==> src/rtl/rnd_word_gen.sv <==
// rnd_word_gen
//   XNOR-feedback Fibonacci LFSR that emits OUT_W pseudo-random bits per word
//   on a valid/ready stream. It uses the same tap/shift convention as the
//   single-bit rnd_m generator (xapp052/xapp211 tap tables). It also provides
//   a runtime seed load that rejects the all-ones lockup seed, and a
//   saturating count of accepted words.
//
// Ports
//   clk        clock
//   rst        synchronous, active-high reset
//   en         generation enable
//   seed_load  one-cycle strobe; load seed into the LFSR
//   seed       N-bit seed value
//   seed_err   one-cycle pulse after an all-ones seed was rejected
//   out_data   random word; bit 0 is the first bit shifted out
//   out_valid  out_data holds a word
//   out_ready  consumer accepts the word
//   word_cnt   saturating count of accepted words
//
// State mapping: stage S[k] lives in lfsr[k-1]. A step shifts toward the
// MSB, so S[N] (lfsr[N-1]) is the bit that falls out and the feedback enters
// at lfsr[0].

module rnd_word_gen #(
  parameter int             N            = 31,
  parameter logic [N-1:0]   TAPS         = 31'h4800_0000,
  parameter int             OUT_W        = 8,
  parameter logic [N-1:0]   SEED_DEFAULT = '0,
  parameter int             CNT_W        = 32
) (
  input  logic             clk,
  input  logic             rst,
  input  logic             en,
  input  logic             seed_load,
  input  logic [N-1:0]     seed,
  output logic             seed_err,
  output logic [OUT_W-1:0] out_data,
  output logic             out_valid,
  input  logic             out_ready,
  output logic [CNT_W-1:0] word_cnt
);

  if (N < 3 || N > 64) begin : g_bad_n
    $error("rnd_word_gen: N must be in 3..64");
  end
  if (OUT_W < 1 || OUT_W > N) begin : g_bad_out_w
    $error("rnd_word_gen: OUT_W must be in 1..N");
  end
  if (TAPS == '0) begin : g_bad_taps
    $error("rnd_word_gen: TAPS must not be zero");
  end
  if (&SEED_DEFAULT) begin : g_bad_seed
    $error("rnd_word_gen: SEED_DEFAULT must not be the all-ones lockup state");
  end

  logic [N-1:0]     lfsr;
  logic [N-1:0]     step_st;
  logic [OUT_W-1:0] word_nxt;

  // OUT_W single steps unrolled; XNOR feedback keeps all-ones unreachable.
  always_comb begin
    step_st  = lfsr;
    word_nxt = '0;
    for (int j = 0; j < OUT_W; j++) begin
      word_nxt[j] = step_st[N-1];
      step_st     = {step_st[N-2:0], ~(^(step_st & TAPS))};
    end
  end

  logic accept;
  logic gen;

  assign accept = out_valid & out_ready;
  assign gen    = en & (~out_valid | out_ready);

  always_ff @(posedge clk) begin
    if (rst) begin
      lfsr      <= SEED_DEFAULT;
      out_valid <= 1'b0;
      out_data  <= '0;
      seed_err  <= 1'b0;
      word_cnt  <= '0;
    end else begin
      seed_err <= 1'b0;
      if (seed_load) begin
        // Any word in the output register is dropped uncounted.
        if (&seed) begin
          lfsr     <= '0;
          seed_err <= 1'b1;
        end else begin
          lfsr <= seed;
        end
        out_valid <= 1'b0;
        word_cnt  <= '0;
      end else begin
        if (accept && (word_cnt != '1)) begin
          word_cnt <= word_cnt + CNT_W'(1);
        end
        if (gen) begin
          out_data  <= word_nxt;
          lfsr      <= step_st;
          out_valid <= 1'b1;
        end else if (accept) begin
          out_valid <= 1'b0;
        end
      end
    end
  end

endmodule

==> config.mk <==
export PLATFORM = sky130hd
export DESIGN_NAME = rnd_word_gen
export DESIGN_NICKNAME = d
export VERILOG_FILES = /design/src/rtl/rnd_word_gen.sv
export SDC_FILE = /design/constraint.sdc
export NUM_CORES = 1
export LEC_CHECK = 0
export BUFFER_PORTS_ARGS = -buffer_cell sky130_fd_sc_hd__buf_2
export CELL_PAD_IN_SITES_DETAIL_PLACEMENT = 1
export CELL_PAD_IN_SITES_GLOBAL_PLACEMENT = 2
export CORE_MARGIN = 1
export CORE_UTILIZATION = 31
export DETAILED_ROUTE_END_ITERATION = 8
export GPL_ROUTABILITY_DRIVEN = 0
export HOLD_SLACK_MARGIN = 0.03
export PLACE_DENSITY = 0.8
export SLEW_MARGIN = 40
export SYNTH_ARGS = -nofsm -noshare
export SYNTH_HDL_FRONTEND = slang
export SYNTH_SLANG_ARGS = --single-unit
==> constraint.sdc <==
create_clock -name clk -period 2.2 [get_ports clk]
set_input_delay 0.44 -clock clk [delete_from_list [all_inputs] [get_ports clk]]
set_output_delay 0.44 -clock clk [all_outputs]
set_load 0.02 [all_outputs]
==> flow_summary_export.csv, run 1 <==
group,metric,value,unit
finish,fin_nets,504,
route,route.detailed.drc,0,
synth,yosysWarnings,0,
status,status,"complete, no violations",
global_routing,grt_use_total,18.67,%
timing,min_period,1.995,ns
clock_tree,clkTransAtPathRegs,0.08,ns
setup_path,crit_path_start,"word_cnt[4]",
route,vias,3344,
die,die_h,105.6,um
global_routing,first_global_vias,3260,
clock_tree,clock-sinks,73,
clock_tree,ctsLongestPathBuffers,2,
die,coreArea,10370,um^2
global_routing,grt_pass1_wl,16.39,mm
timing,relSlewSlack,49.40,%
global_routing,grt_use_met3,3.216,%
timing,rsz0062_at_grt,"no",
synth,synth_cell_type_count,44,
route,drt.antenna.violating_nets,0,
placed_design,portBuffers,77,
timing,fmax,0.5012,GHz
synth,synth_cells,380,
pwr,ir_drop,0.0003301,V
hold_path,hold_class,"in2reg",
finish,syn2layout_area_growth,27.92,%
setup_path,rr_startpoint,"word_cnt[4]",
die,start_util,32.07,%
global_routing,grtUsageMet2,32.24,%
timing,min_period_over_period,90.69,%
timing,setup_tns,0,ns
setup_path,start_kind,"flop",
timing,setup_violations,0,
placed_design,dp_cells,592,
setup_path,required,2.48,ns
synth,synthFlopType,"dfxtp_1",
route,drt_iter0_drc,228,
finish,antenna_cells,0,
hold_path,hp-start,"en",
synth,syn_nets,417,
run,max_cap_viol_count,0,
die,fp.dieW,105.6,um
global_routing,globalRouteOverflowTotal,0,
global_routing,grt_start_max_net_pins,33,
placed_design,dp_hpwl,7.470,mm
synth,async_flop_share,0,%
global_routing,grtUsageMet1,23.37,%
finish,fin_cells,608,
die,pin_count,78,
synth,synth-edff-count,0,
timing,skew,0.01205,ns
clock_tree,ctsHoldBuffers,0,
synth,seq_area_frac_synth,43.94,%
route,vias_per_cell,5.500,
setup_path,arrival,2.28,ns
global_routing,antenna_found_initial,0,
clock_tree,cts_tree,"yes",
route,post_drt_wl_per_cell,16.71,um
setup_path,crit_chain,"nand4_2 -> nor3_2 -> o2111ai_2 -> or3_1 -> a21oi_1",
timing,worst_pin_slew,0.7554,ns
clock_tree,cts_max_level,3,
die,rows,37,
synth,syn_avg_cell_area,8.752,um^2
setup_path,crit_path_max_incr_delay,0.44,ns
timing,final_max_slew_viol_count,0,
route,wirelength,10.16,mm
route,drt_first_pass_iters,5,
pwr,power_density,726.2,nW/um^2
synth,ys_seq_elements,73,
global_routing,busiest_layer,"met2",
timing,hold_viol,0,
die,die-area,11150,um^2
clock_tree,ctsRootBufferMaster,"clkbuf_8",
setup_path,worst_setup_path_end_kind,"flop",
setup_path,slowest_stage,"or3_1",
clock_tree,cts_buffers,9,
clock_tree,insertion_delay,0.36,ns
setup_path,critPathMaxFanout,9,
pwr,leakagePower,0.001750,uW
finish,fillers,1246,
synth,syn_area,3326,um^2
finish,drive_gt1_share,27.12,%
setup_path,critPathKind,"reg2reg",
## sequential cells by signal, indices dropped and copies added, names as in the netlist
register   flops
word_cnt      32
lfsr          31
out_data       8
out_valid      1
seed_err       1
## where the power goes
group	total, uW	switching (uW)	internal (uW)
Combinational	243	141	102
Sequential	1400	34.8	1360
Clock	1450	518	929
Total	3090	694	2400
## worst max-delay path: cells and delay by family, from the launching register on
family             cells  cell delay [ns]
AOI/OAI and AO/OA      2             0.46
and+or+nand+nor        3             1.04
DFF                    1             0.43
## synthesized netlist by cell type, types with 8 or more instances
cell | count | area (um^2)
a21oi_1 | 32 | 160.2
a222oi_1 | 23 | 230.2
clkbuf_1 | 20 | 75.07
dfxtp_1 | 73 | 1461
nand2_1 | 39 | 146.4
nand3_1 | 16 | 80.08
nand4_1 | 14 | 87.58
nor2_1 | 36 | 135.1
o211a_1 | 8 | 80.08
o211ai_1 | 10 | 75.07
o21ai_0 | 12 | 60.06
or3_1 | 17 | 106.4
xor2_1 | 9 | 78.83
## cell type report
type                    count  area, um^2  area share (%)
flip-flops and latches     73        1461           34.35
inverters                   7       26.28          0.6176
clock buffers              11       151.4           3.559
repair buffers            100       583.1           13.71
clock inverters             5       125.1           2.941
multi-input cells         276        1737           40.82
well taps                 136       170.2           4.000
## metrics by stage
step           utilization [%]  total power, uW  instance area [um^2]  setup WS (ns)  hold WS (ns)
3_5_place_dp             38.31             1673                  3973        0.01042        0.4532
5_1_grt                  41.02             3188                  4254        0.02174        0.3505
3_3_place_gp             38.31             1666                  3973        0.09433        0.4519
2_1_floorplan                -             1562                  3326        0.05965        0.4560
6_report                 41.02             3089                  4254         0.2049        0.3424
4_1_cts                  40.97             3120                  4249         0.1197        0.3300
## kinds of logic after synthesis
group	count (synthesis)	share of synthesized area (%)
AO/OA/AOI/OAI	107	24.27
XOR/XNOR	13	3.424
adder cells (fa/ha/maj)	1	0.3762
buffers and inverters	31	3.988
flip-flops	73	43.94
multiplexers	1	0.3010
AND/OR/NAND/NOR	154	23.70
## worst paths after layout
| path | end | slack (ns) | depth (start not counted) |
|---|---|---|---|
| setup / recovery | word_cnt[31] | 0.20 | 5 |
| setup reg to reg | word_cnt[31] | 0.20 | 5 |
| hold reg to reg | out_data[4] | 0.46 | 2 |
| hold / removal | out_valid | 0.34 | 3 |
## repair_timing
| action | 4_1_cts | 5_1_grt |
|---|---|---|
| endpoints found under the setup margin | 0 | 2 |
| setup buffers | 0 | 0 |
| resized for setup | 0 | 1 |
## routing by layer
| metal | wire, um | up-vias |
|---|---|---|
| met3 | 451 | 10 |
| met4 | 158 | 0 |
| li1 | - | 1611 |
| met2 | 4965 | 89 |
| met1 | 4582 | 1634 |
| met5 | 0 | - |
## cell usage in the layout (no fill, tap or decap), drive strengths merged, types with 2 or more instances in the layout
cell,n
and2,4
o31ai,3
nand4,15
nor3,4
o211a,8
or3,17
and3,2
nor4,5
o211ai,10
nor2,36
a41o,2
nand2,39
dfxtp,73
a31oi,2
a21oi,32
bufinv,4
o21a,2
or2,3
nand2b,2
a21o,3
clkbuf,11
and4,7
o31a,3
nand3,16
or4,4
xnor2,4
xor2,9
a222oi,23
inv,7
buf,100
o21ai,14
Power figures use the tool's default switching activity.
==> run 2, diff against run 1 <==
- RECOVER_POWER: default -> 50
==> flow_summary_export.csv, run 2 (synthesis results as in run 1) <==
group,metric,value,unit
placed_design,pre_cts_ws,0.01042,ns
timing,rsz0062_at_grt,"no",
setup_path,rr_worst_depth,5,
clock_tree,ctsHoldBuffers,0,
die,start_util,32.07,%
clock_tree,post-cts-setup-buffers,0,
finish,largest_reg_flops,32,
finish,mostFrequentLayoutCells,"dfxtp_1 (73), clkbuf_1 (43), nand2_1 (39), nor2_1 (36), buf_2 (34)",
setup_path,start_kind,"flop",
placed_design,dp_cells,592,
route,vias,3348,
global_routing,grt_use_total,18.67,%
global_routing,antenna_found_initial,0,
placed_design,dp_hpwl,7.470,mm
die,die-area,11150,um^2
setup_path,required,2.48,ns
status,status,"complete, no violations",
die,coreArea,10370,um^2
setup_path,crit_path_start,"word_cnt[4]",
finish,antenna_cells,0,
timing,hold_viol,0,
setup_path,critPathKind,"reg2reg",
clock_tree,cts-resized-gates,0,
finish,drive_gt1_share,17.80,%
timing,final_max_slew_viol_count,0,
clock_tree,cts_buffers,9,
die,die_h,105.6,um
global_routing,grt_start_max_net_pins,33,
finish,final_core_util,40.48,%
setup_path,r2r_slack,0.20,ns
clock_tree,cts_max_level,3,
finish,fin_nets,504,
timing,setup_violations,0,
timing,skew,0.01231,ns
route,route.detailed.drc,0,
die,fp.dieW,105.6,um
finish,syn2layout_area_growth,26.22,%
route,drt.antenna.violating_nets,0,
timing,min_period,2.001,ns
placed_design,portBuffers,77,
route,post_drt_wl_per_cell,16.75,um
global_routing,first_global_vias,3260,
pwr,power_density,735.2,nW/um^2
route,drt_first_pass_iters,5,
clock_tree,clkTransAtPathRegs,0.08,ns
setup_path,critPathCapture,"word_cnt[31]",
clock_tree,cts_tree,"yes",
route,wirelength,10.19,mm
clock_tree,clock-sinks,73,
global_routing,grt_pass1_wl,16.39,mm
finish,reg.largest.list,"word_cnt (32), lfsr (31), out_data (8)",
route,drt_iter0_drc,184,
timing,fmax,0.4997,GHz
clock_tree,ctsRootBufferMaster,"clkbuf_8",
route,vias_per_cell,5.507,
finish,final_area,4198,um^2
die,rows,37,
finish,fin_cells,608,
die,pin_count,78,
placed_design,placed_cell_area,3973,um^2
clock_tree,insertion_delay,0.36,ns
timing,min_period_over_period,90.96,%
timing,relSlewSlack,49.62,%
setup_path,worst_setup_path_end_kind,"flop",
setup_path,critPathMaxFanout,9,
pwr,leakagePower,0.001560,uW
timing,layout_setup_ws,0.1990,ns
pwr,ir_drop,0.0003297,V
timing,setup_tns,0,ns
setup_path,r2r_end,"word_cnt[31]",
finish,largest-register,"word_cnt",
hold_path,hold_class,"in2reg",
timing,worst_pin_slew,0.7522,ns
setup_path,rr_startpoint,"word_cnt[4]",
global_routing,globalRouteOverflowTotal,0,
run,max_cap_viol_count,0,
finish,final_common_cell,"dfxtp_1",
setup_path,arrival,2.28,ns
clock_tree,ctsLongestPathBuffers,2,
-- run 2: changes by cell type in the layout (fill, tap and decap cells not counted) --
| cell | delta |
|---|---|
| or2_0 | +1 |
| buf_2 | -43 |
| or2_2 | -1 |
| clkbuf_2 | +1 |
| buf_4 | -1 |
| clkbuf_1 | +43 |
-- run 2: worst min-delay path by stage --
stage / start / end / slack (ns) / cells past startpoint
6_report: en / out_valid / 0.34 / 3
5_1_grt: en / out_valid / 0.35 / 3
4_1_cts: en / out_valid / 0.33 / 3
3_5_place_dp: out_data[2] / out_data[2] / 0.45 / 2
3_3_place_gp: out_data[3] / out_data[3] / 0.45 / 2
2_1_floorplan: lfsr[30] / out_data[0] / 0.46 / 2
-- run 2: metal layers --
metal / track usage, % / vias to the layer above / share of wire (%)
li1: - / 1611 / -
met1: 23.37 / 1632 / 46
met2: 32.24 / 95 / 48
met3: 3.216 / 10 / 4.4
met4: 6.548 / 0 / 1.6
met5: 0 / - / 0
-- run 2: power breakdown --
part           leakage (uW)  total [uW]  switching [uW]  internal, uW
Combinational      0.000826         239             140          99.5
Sequential         0.000595        1400            34.6          1360
Clock              0.000140        1450             519           929
Total               0.00156        3090             694          2390
-- run 2: cell type report --
cell class	count	area, um^2
clock buffers	11	151.4
clock inverters	5	125.1
fillers	1246	6172
inverters	7	26.28
multi-input cells	276	1737
flip-flops and latches	73	1461
well taps	136	170.2
repair buffers	100	526.8
-- run 2: critical path, stage by stage, from the launching register on --
cell and delay [ns]:
dfxtp_1 0.43, nand4_2 0.20, nor3_2 0.40, o2111ai_2 0.32
or3_1 0.44, a21oi_1 0.14
-- run 2: stage by stage --
stage / hold slack, ns / power, uW
finish: 0.3431 / 3086
global route: 0.3505 / 3186
CTS: 0.3300 / 3120
detailed placement: 0.4532 / 1673
global placement: 0.4519 / 1666
floorplan: 0.4560 / 1562
